### src/rtl/display_arbiter.sv
// display_arbiter
//
// Round-robin arbiter that merges several character producers onto the single
// write port of the seven-segment display character FIFO. A requester keeps
// its grant for a whole packet, so strings from different producers never
// interleave. FIFO-full backpressure passes straight through to the granted
// requester.
//
// Handshake: a requester presents a character with req_valid_i[k] and must
// hold valid, data and last stable until a transfer occurs. A transfer occurs
// in any cycle where req_valid_i[k] and req_ready_o[k] are both high. The
// FIFO captures fifo_data_o on the same clock edge whenever fifo_wren_o is
// high.
//
// Ports:
//   clk_i        clock
//   reset_i      asynchronous, active-high reset
//   req_valid_i  per-requester character valid              [N_REQ]
//   req_data_i   requester k's character on [8k+7:8k]       [8*N_REQ]
//   req_last_i   per-requester last-character-of-packet     [N_REQ]
//   req_ready_o  per-requester accept                       [N_REQ]
//   fifo_full_i  display FIFO full
//   fifo_wren_o  display FIFO write strobe
//   fifo_data_o  display FIFO write data                    [8]
//   grant_o      one-hot current grant, zero when idle      [N_REQ]
//   busy_o       high while a grant is held (LOCKED state)
module display_arbiter #(
  parameter int N_REQ        = 3,
  parameter int MAX_BURST    = 16,
  parameter int IDLE_TIMEOUT = 255
) (
  input  logic               clk_i,
  input  logic               reset_i,
  input  logic [N_REQ-1:0]   req_valid_i,
  input  logic [8*N_REQ-1:0] req_data_i,
  input  logic [N_REQ-1:0]   req_last_i,
  output logic [N_REQ-1:0]   req_ready_o,
  input  logic               fifo_full_i,
  output logic               fifo_wren_o,
  output logic [7:0]         fifo_data_o,
  output logic [N_REQ-1:0]   grant_o,
  output logic               busy_o
);

  localparam int IW = (N_REQ > 1) ? $clog2(N_REQ) : 1;

  typedef enum logic {
    ST_IDLE   = 1'b0,
    ST_LOCKED = 1'b1
  } state_t;

  state_t        state_q, state_d;
  logic [IW-1:0] grant_q, grant_d;
  logic [IW-1:0] ptr_q, ptr_d;
  logic [7:0]    burst_q, burst_d;
  logic [7:0]    idle_q, idle_d;

  // Round-robin pick: first pending requester after the last-served one.
  logic          pick_valid;
  logic [IW-1:0] pick_idx;

  always_comb begin
    int            cand;
    logic [IW-1:0] cand_idx;
    pick_valid = 1'b0;
    pick_idx   = '0;
    cand       = 0;
    cand_idx   = '0;
    for (int i = 1; i <= N_REQ; i++) begin
      cand = int'(ptr_q) + i;
      if (cand >= N_REQ) cand = cand - N_REQ;
      cand_idx = IW'(cand);
      if (!pick_valid && req_valid_i[cand_idx]) begin
        pick_valid = 1'b1;
        pick_idx   = cand_idx;
      end
    end
  end

  // Signals of the currently granted requester.
  logic       g_valid;
  logic       g_last;
  logic [7:0] g_data;

  always_comb begin
    g_valid = 1'b0;
    g_last  = 1'b0;
    g_data  = 8'h00;
    for (int k = 0; k < N_REQ; k++) begin
      if (grant_q == IW'(k)) begin
        g_valid = req_valid_i[k];
        g_last  = req_last_i[k];
        g_data  = req_data_i[8*k +: 8];
      end
    end
  end

  logic       locked;
  logic       xfer;
  logic [7:0] burst_inc;
  logic [7:0] idle_inc;

  assign locked    = (state_q == ST_LOCKED);
  assign xfer      = locked & g_valid & ~fifo_full_i;
  assign burst_inc = burst_q + 8'd1;
  // Idle counter saturates so a long stall can never wrap back below the limit.
  assign idle_inc  = (idle_q == 8'hFF) ? idle_q : idle_q + 8'd1;

  // Outputs: everything is zero in IDLE; in LOCKED the granted requester is
  // connected straight through to the FIFO write port.
  always_comb begin
    req_ready_o = '0;
    grant_o     = '0;
    fifo_wren_o = 1'b0;
    fifo_data_o = 8'h00;
    busy_o      = locked;
    if (locked) begin
      for (int k = 0; k < N_REQ; k++) begin
        if (grant_q == IW'(k)) begin
          grant_o[k]     = 1'b1;
          req_ready_o[k] = ~fifo_full_i;
        end
      end
      fifo_wren_o = g_valid & ~fifo_full_i;
      fifo_data_o = g_data;
    end
  end

  // Next state. Last-character and burst-limit releases share one path, so a
  // packet whose last character also hits the burst limit releases only once.
  always_comb begin
    state_d = state_q;
    grant_d = grant_q;
    ptr_d   = ptr_q;
    burst_d = burst_q;
    idle_d  = idle_q;
    case (state_q)
      ST_IDLE: begin
        if (pick_valid) begin
          state_d = ST_LOCKED;
          grant_d = pick_idx;
          burst_d = 8'd0;
          idle_d  = 8'd0;
        end
      end
      ST_LOCKED: begin
        if (xfer) begin
          burst_d = burst_inc;
          idle_d  = 8'd0;
          if (g_last || (burst_inc == 8'(MAX_BURST))) begin
            state_d = ST_IDLE;
            ptr_d   = grant_q;
          end
        end else begin
          idle_d = idle_inc;
          if (idle_inc == 8'(IDLE_TIMEOUT)) begin
            state_d = ST_IDLE;
            ptr_d   = grant_q;
          end
        end
      end
      default: state_d = ST_IDLE;
    endcase
  end

  // ptr resets to the last requester so requester 0 wins the first grant.
  always_ff @(posedge clk_i or posedge reset_i) begin
    if (reset_i) begin
      state_q <= ST_IDLE;
      grant_q <= '0;
      ptr_q   <= IW'(N_REQ - 1);
      burst_q <= 8'd0;
      idle_q  <= 8'd0;
    end else begin
      state_q <= state_d;
      grant_q <= grant_d;
      ptr_q   <= ptr_d;
      burst_q <= burst_d;
      idle_q  <= idle_d;
    end
  end

endmodule

### config.mk
export PLATFORM = sky130hd
export DESIGN_NAME = display_arbiter
export DESIGN_NICKNAME = d
export VERILOG_FILES = /design/src/rtl/display_arbiter.sv
export SDC_FILE = /design/constraint.sdc
export NUM_CORES = 1
export LEC_CHECK = 0
export BUFFER_PORTS_ARGS = -buffer_cell sky130_fd_sc_hd__buf_2
export CAP_MARGIN = 20
export CORE_MARGIN = 5
export CORE_UTILIZATION = 32
export CTS_CLUSTER_DIAMETER = 80
export DETAILED_ROUTE_END_ITERATION = 8
export PLACE_DENSITY = 0.63
export SLEW_MARGIN = 10
export SYNTH_ARGS = -nofsm -noshare
export SYNTH_HDL_FRONTEND = slang
export SYNTH_SLANG_ARGS = --single-unit
### constraint.sdc
create_clock -name clk_i -period 2.9 [get_ports clk_i]
set_input_delay 0 -clock clk_i [delete_from_list [all_inputs] [get_ports clk_i]]
set_output_delay 0 -clock clk_i [all_outputs]
set_load 0.005 [all_outputs]
==> flow_summary_export.csv, run 1 <==
group,metric,value,unit
synthesis,synthTopCellsByCount,"20 x dfrtp_1, 19 x nor2_1, 17 x nand2_1",
global_route,grt-ovfl-total,0,
drt,vias,1874,
place,place_worst_setup_slack,0.485,ns
timing,tns,0,ns
synthesis,synth_top_cells_by_area,"dfrtp_1 25%, mux2i_1 5.0%, a21oi_1 3.8%",
timing,hold_viol,0,
timing,timing.fmax,0.414,GHz
cells_and_area,drive_above_1_share,0.297,
drt,drc,0,
cells_and_area,final-seq-area,527,µm²
hold_path,hp-start,"req_last_i[2]",
cts,post_cts_resized,0,
place,gp_congestion,0.802,
synthesis,seq_area_frac_synth,0.265,
timing,worstMarginPinSlew,0.847,ns
global_route,grt_max_degree,22,
global_route,track_usage,0.128,
floorplan,initial_core_util,0.332,
hold_path,whs_endpoint,"busy_o",
cts,cts_sinks,21,
global_route,grt_pass1_wl,8240,µm
drt,via_per_inst,5.34,
floorplan,die_x,88.8,µm
floorplan,die_y,88.8,µm
cts,cts_root_buf,"clkbuf_8",
drt,wl_per_cell,14.1,µm
cells_and_area,num-fill-cells,617,
hold_path,hold_class,"in2reg",
cells_and_area,diodes,0,
drt,drt-total-wl,4940,µm
worst_setup_path,arrival,2.60,ns
place,dp.cells,346,
synthesis,syn_inst,236,
timing,max_slew_margin,0.435,
synthesis,synth_largest_area_cell,"dfrtp_1",
worst_setup_path,critPathKind,"reg2reg",
worst_setup_path,cp.required,3.09,ns
drt,drt_pass1_iterations,4,
global_route,antenna_found_initial,0,
power_and_ir_drop,ir_drop,0.000366,V
cts,postCtsSetupRepairBufs,0,
timing,fin_ws,0.485,ns
timing,layout_min_cycle_time,2.41,ns
synthesis,synth_top_area_frac,0.252,
cells_and_area,utilization,0.385,
synthesis,syn_area,0.00199,mm²
hold_path,min_delay_path_depth,4,
floorplan,die-area,0.00789,mm²
synthesis,synth_cell_type_count,62,
worst_setup_path,r2r_start,"ptr_q[1]",
run,drv_cap,0,
timing,rsz0062_at_grt,"no",
timing,setup_viol,0,
worst_setup_path,r2r_slack,0.49,ns
synthesis,synth_seq_cells,21,
timing,finalCritPeriodShare,0.833,
cells_and_area,nets,315,
global_route,grt_pass1_vias,1730,
drt,ant_nets,0,
place,io_buffers,48,
cells_and_area,finalNonFillerCells,351,
power_and_ir_drop,power.density,874,mW/mm²
cts,cts_max_level,1,
timing,worst_clock_skew,0.00379,ns
power_and_ir_drop,power.leakage,0.000996,µW
worst_setup_path,rr_worst_depth,7,
cts,cts_buffers,3,
synthesis,synth_edf_count,0,
cells_and_area,synthToLayoutAreaGrowth,16.1,%
cts,tritoncts,"built",
place,dp_hpwl,3790,µm
worst_setup_path,cp-end-kind,"flip-flop",
synthesis,avgSynthCellArea,8.42,µm²
cts,worstSkewPairLatency,0.26,ns
synthesis,ys.flop_type,"dfrtp_1",
worst_setup_path,crit_fanout,10,
cts,clock_path_buffers,2,
cells_and_area,multi_input_area,0.00134,mm²
synthesis,yosys_warnings,0,
worst_setup_path,cp-start-kind,"flip-flop",
floorplan,num_rows,28,
outcome,status,"finished clean",
timing,hold_ws,0.137,ns
floorplan,num_io_pins,49,
synthesis,ys_async_sr_fraction,1.00,
synthesis,yosys.cell_count.top_type,"dfrtp_1",
worst_setup_path,reg2reg_to,"burst_q[5]",
synthesis,syn_nets,274,
drt,drt_iter0_markers,123,
cts,clkSlewWorstSetupHoldPaths,0.08,ns
timing,report.final.slew_viol_count,0,
floorplan,fp.coreArea,0.00599,mm²
-- worst max-delay path, cell delays in order, from the launching register on --
cell and delay, ns:
dfstp_2 0.54, inv_1 0.05, ha_1 0.39, and2_4 0.20, o21ai_4 0.17, nand4_4 0.13, or3_1 0.61, o221ai_2 0.25
-- cell families after synthesis --
family                     synth area share
buffers and inverters                0.0636
and+or+nand+nor                       0.288
adders and majority gates            0.0315
AOI/OAI and AO/OA                     0.278
DFF                                   0.265
muxes                                0.0648
xor gates and xnor gates            0.00881
-- layout make-up --
type,count,area share
multi-input cells,190,0.578
flip-flops and latches,21,0.228
repair buffers,52,0.118
well taps,75,0.0407
clock buffers,3,0.0179
inverters,9,0.0146
clock inverters,1,0.00217
-- routing by layer --
layer | GRT usage | vias up | share of wire
met5 | 0 | - | 0
li1 | - | 948 | -
met3 | 0.0168 | 4 | 0.029
met1 | 0.181 | 890 | 0.46
met2 | 0.205 | 32 | 0.50
met4 | 0.0330 | 0 | 0.011
-- registers in the layout, summed over array words and instances (netlist names) --
| name | flops |
|---|---|
| ptr_q | 2 |
| grant_q | 2 |
| burst_q | 8 |
| busy_o | 1 |
| idle_q | 8 |
-- layout by cell type (no fill, tap or decap), drive strengths merged, types with 2 or more instances in the layout --
cell type | netlist | routed
clkinv | 1 | 2
and3 | 4 | 4
or3 | 2 | 2
a31oi | 7 | 7
clkbuf | 6 | 3
buf | 10 | 51
o21bai | 3 | 3
o211ai | 2 | 2
nand2 | 17 | 17
nand4 | 5 | 5
and3b | 2 | 2
nor3 | 6 | 6
o22ai | 3 | 3
a21oi | 20 | 20
nor4 | 4 | 4
and4 | 2 | 2
nor2 | 19 | 19
xor2 | 2 | 2
inv | 8 | 8
nand3 | 14 | 14
a41oi | 3 | 3
a211oi | 2 | 2
a22oi | 2 | 2
mux2i | 11 | 11
dfrtp | 20 | 20
o22a | 5 | 5
and2 | 4 | 4
nand2b | 9 | 9
o21ai | 13 | 13
nor2b | 11 | 11
ha | 5 | 5
-- stage by stage --
step	area, µm²	power, µW
global route	2310	2220
global placement	2250	1820
CTS	2310	2040
floorplan	1990	1550
finish	2310	2020
detailed placement	2250	1820
-- repair_timing --
item	4_1_cts	5_1_grt
endpoints found under the hold margin	20	0
hold buffers	1	0
endpoints found under the setup margin	0	0
-- worst max-delay path by stage --
| stage | from | end | slack, ns | depth (start not counted) |
|---|---|---|---|---|
| 2_1_floorplan | ptr_q[1] | burst_q[5] | 0.77 | 9 |
| 3_3_place_gp | ptr_q[1] | burst_q[5] | 0.52 | 7 |
| 3_5_place_dp | ptr_q[1] | burst_q[2] | 0.49 | 7 |
| 4_1_cts | ptr_q[1] | burst_q[5] | 0.47 | 7 |
| 5_1_grt | ptr_q[1] | burst_q[5] | 0.31 | 7 |
| 6_report | ptr_q[1] | burst_q[5] | 0.49 | 7 |
-- power breakdown --
part | internal (µW) | switching [µW] | total, µW
logic | 555 | 693 | 1250
registers | 385 | 186 | 571
clock network | 95.8 | 102 | 198
Note: power is estimated with default switching activity, not from simulation.
==> run 2: changes to the inputs <==
Clock period 2.9 ns to 2.3 ns, I/O delays scaled along.
==> run 2 against run 1 <==
Compared with the run above: via count rose by 1.7%; combinational power rose by 39%; total power rose by 32%; sequential power rose by 14%; maximum frequency rose by 12%; sequential share of layout area fell by 0.48 points; final cell count rose by 1.4%; final area rose by 2.2%; first-iteration DRC count rose by 0.81%; critical path depth rose by 1; global-route usage rose by 0.66 points; critical endpoint is now burst_q[2]; highest routed layer unchanged.
==> flow_summary_export.csv, run 2 (synthesis gave the netlist of run 1 again) <==
group,metric,value,unit
power_and_ir_drop,pwr-share-seq,0.246,
timing,worst_clock_skew,0.00317,ns
power_and_ir_drop,p_sw,1280,µW
drt,via_per_inst,5.35,
run,drv_cap,0,
cells_and_area,layout_commonest_cell,"buf_2",
drt,wl_per_cell,14.4,µm
power_and_ir_drop,power,2650,µW
power_and_ir_drop,power.density,1130,mW/mm²
cells_and_area,final-seq-area,527,µm²
global_route,track_usage,0.135,
place,dp_hpwl,3970,µm
cts,worstSkewPairLatency,0.27,ns
worst_setup_path,cp.required,2.50,ns
cts,cts_sinks,21,
hold_path,hold_class,"in2reg",
drt,vias,1905,
global_route,grt_pass1_vias,1783,
cts,clkSlewWorstSetupHoldPaths,0.08,ns
timing,report.final.slew_viol_count,0,
worst_setup_path,critPathKind,"reg2reg",
cells_and_area,nets,320,
timing,layout_min_cycle_time,2.16,ns
cells_and_area,drive_above_1_share,0.313,
cts,clock_path_buffers,2,
cells_and_area,top_regs,"burst_q (8), idle_q (8)",
timing,timing.fmax,0.462,GHz
global_route,grt-ovfl-total,0,
cts,postCtsSetupRepairBufs,0,
place,placed_cell_area,0.00229,mm²
power_and_ir_drop,switching_share,0.481,
outcome,status,"finished clean",
worst_setup_path,arrival,2.36,ns
floorplan,fp.coreArea,0.00599,mm²
timing,rsz0062_at_grt,"no",
floorplan,die-area,0.00789,mm²
power_and_ir_drop,pwr-share-clk,0.097,
timing,worstMarginPinSlew,0.870,ns
cts,tritoncts,"built",
cts,cts_buffers,3,
cells_and_area,num-fill-cells,609,
place,gp_congestion,0.775,
cts,cts_max_level,1,
cells_and_area,diodes,0,
timing,finalCritPeriodShare,0.941,
global_route,grt_max_degree,31,
timing,setup_viol,0,
drt,drc,0,
place,dp.cells,351,
power_and_ir_drop,p_comb_frac,0.657,
cells_and_area,final_cell_mix,"48 x buf_2, 20 x dfrtp_1, 19 x nor2_1, 17 x nand2_1, 15 x a21oi_1",
cells_and_area,stdcell_area,0.00236,mm²
timing,hold_viol,0,
cells_and_area,multi_input_area,0.00135,mm²
worst_setup_path,crit_fanout,10,
floorplan,num_rows,28,
place,io_buffers,48,
worst_setup_path,cp-start-kind,"flip-flop",
power_and_ir_drop,power.leakage,0.00102,µW
global_route,antenna_found_initial,0,
floorplan,die_x,88.8,µm
cells_and_area,finalNonFillerCells,356,
floorplan,initial_core_util,0.332,
floorplan,die_y,88.8,µm
cells_and_area,synthToLayoutAreaGrowth,18.6,%
cells_and_area,utilization,0.394,
power_and_ir_drop,internal_power,1380,µW
timing,max_slew_margin,0.420,
floorplan,num_io_pins,49,
drt,drt-total-wl,5130,µm
global_route,grt_pass1_wl,8570,µm
cts,cts_root_buf,"clkbuf_8",
power_and_ir_drop,ir_drop,0.000346,V
drt,drt_pass1_iterations,4,
drt,drt_iter0_markers,124,
drt,ant_nets,0,
worst_setup_path,cp-end-kind,"flip-flop",
-- run 2: cell count changes in the layout (fill, tap and decap cells not counted), sizes merged --
cell  delta
buf      +5
-- run 2: layout make-up --
class,instances,share of cell area
multi-input combinational,190,0.571
sequential,21,0.223
timing repair buffer,57,0.132
tap,75,0.0398
clock buffer,3,0.0175
inverter,9,0.0143
clock inverter,1,0.00212
-- run 2: layer usage --
| metal | track usage | vias up | wire length (µm) |
|---|---|---|---|
| met5 | 0 | - | 0 |
| li1 | - | 960 | - |
| met4 | 0.0398 | 0 | 58 |
| met1 | 0.193 | 897 | 2340 |
| met2 | 0.211 | 43 | 2550 |
| met3 | 0.0149 | 5 | 179 |
-- run 2: path summary, 6_finish.rpt --
path / slack [ns] / from / to / cells after the start
max in group asynchronous: 1.32 / reset_i / burst_q[2] / 3
min reg2reg: 0.52 / ptr_q[1] / ptr_q[1] / 2
max: 0.14 / ptr_q[1] / burst_q[2] / 8
min in group asynchronous: 0.44 / reset_i / burst_q[5] / 3
min: 0.14 / req_last_i[2] / busy_o / 4
max reg2reg: 0.14 / ptr_q[1] / burst_q[2] / 8
-- run 2: repair_timing --
item                       4_1_cts  5_1_grt
setup endpoints to repair        4        5
gates resized for setup          1        1
hold endpoints to repair        20        0
hold buffers                     1        0
-- run 2: metrics by stage --
step | TNS, ns | hold slack, ns | setup slack (ns)
after floorplan | 0 | -0.0242 | 0.167
after global placement | 0 | 0.211 | 0.0549
after detailed placement | -0.00815 | 0.225 | -0.00815
after CTS | 0 | 0.129 | 0.0555
after global routing | 0 | 0.157 | 0.0452
final | 0 | 0.136 | 0.136
-- run 2: power groups by stage --
stage | Sequential [µW] | Combinational (µW) | Clock, µW
2_1_floorplan | 578 | 1370 | 0
3_3_place_gp | 657 | 1690 | 0
3_5_place_dp | 661 | 1720 | 0
4_1_cts | 655 | 1730 | 264
5_1_grt | 680 | 1940 | 273
6_report | 653 | 1740 | 257
-- run 2: worst max-delay path: stages, from the launching register on --
cell      delay, ns
dfstp_2        0.55
inv_1          0.08
ha_4           0.26
nand2b_1       0.17
nand3_1        0.15
nand4_4        0.14
or3_1          0.38
buf_4          0.20
a31oi_2        0.16
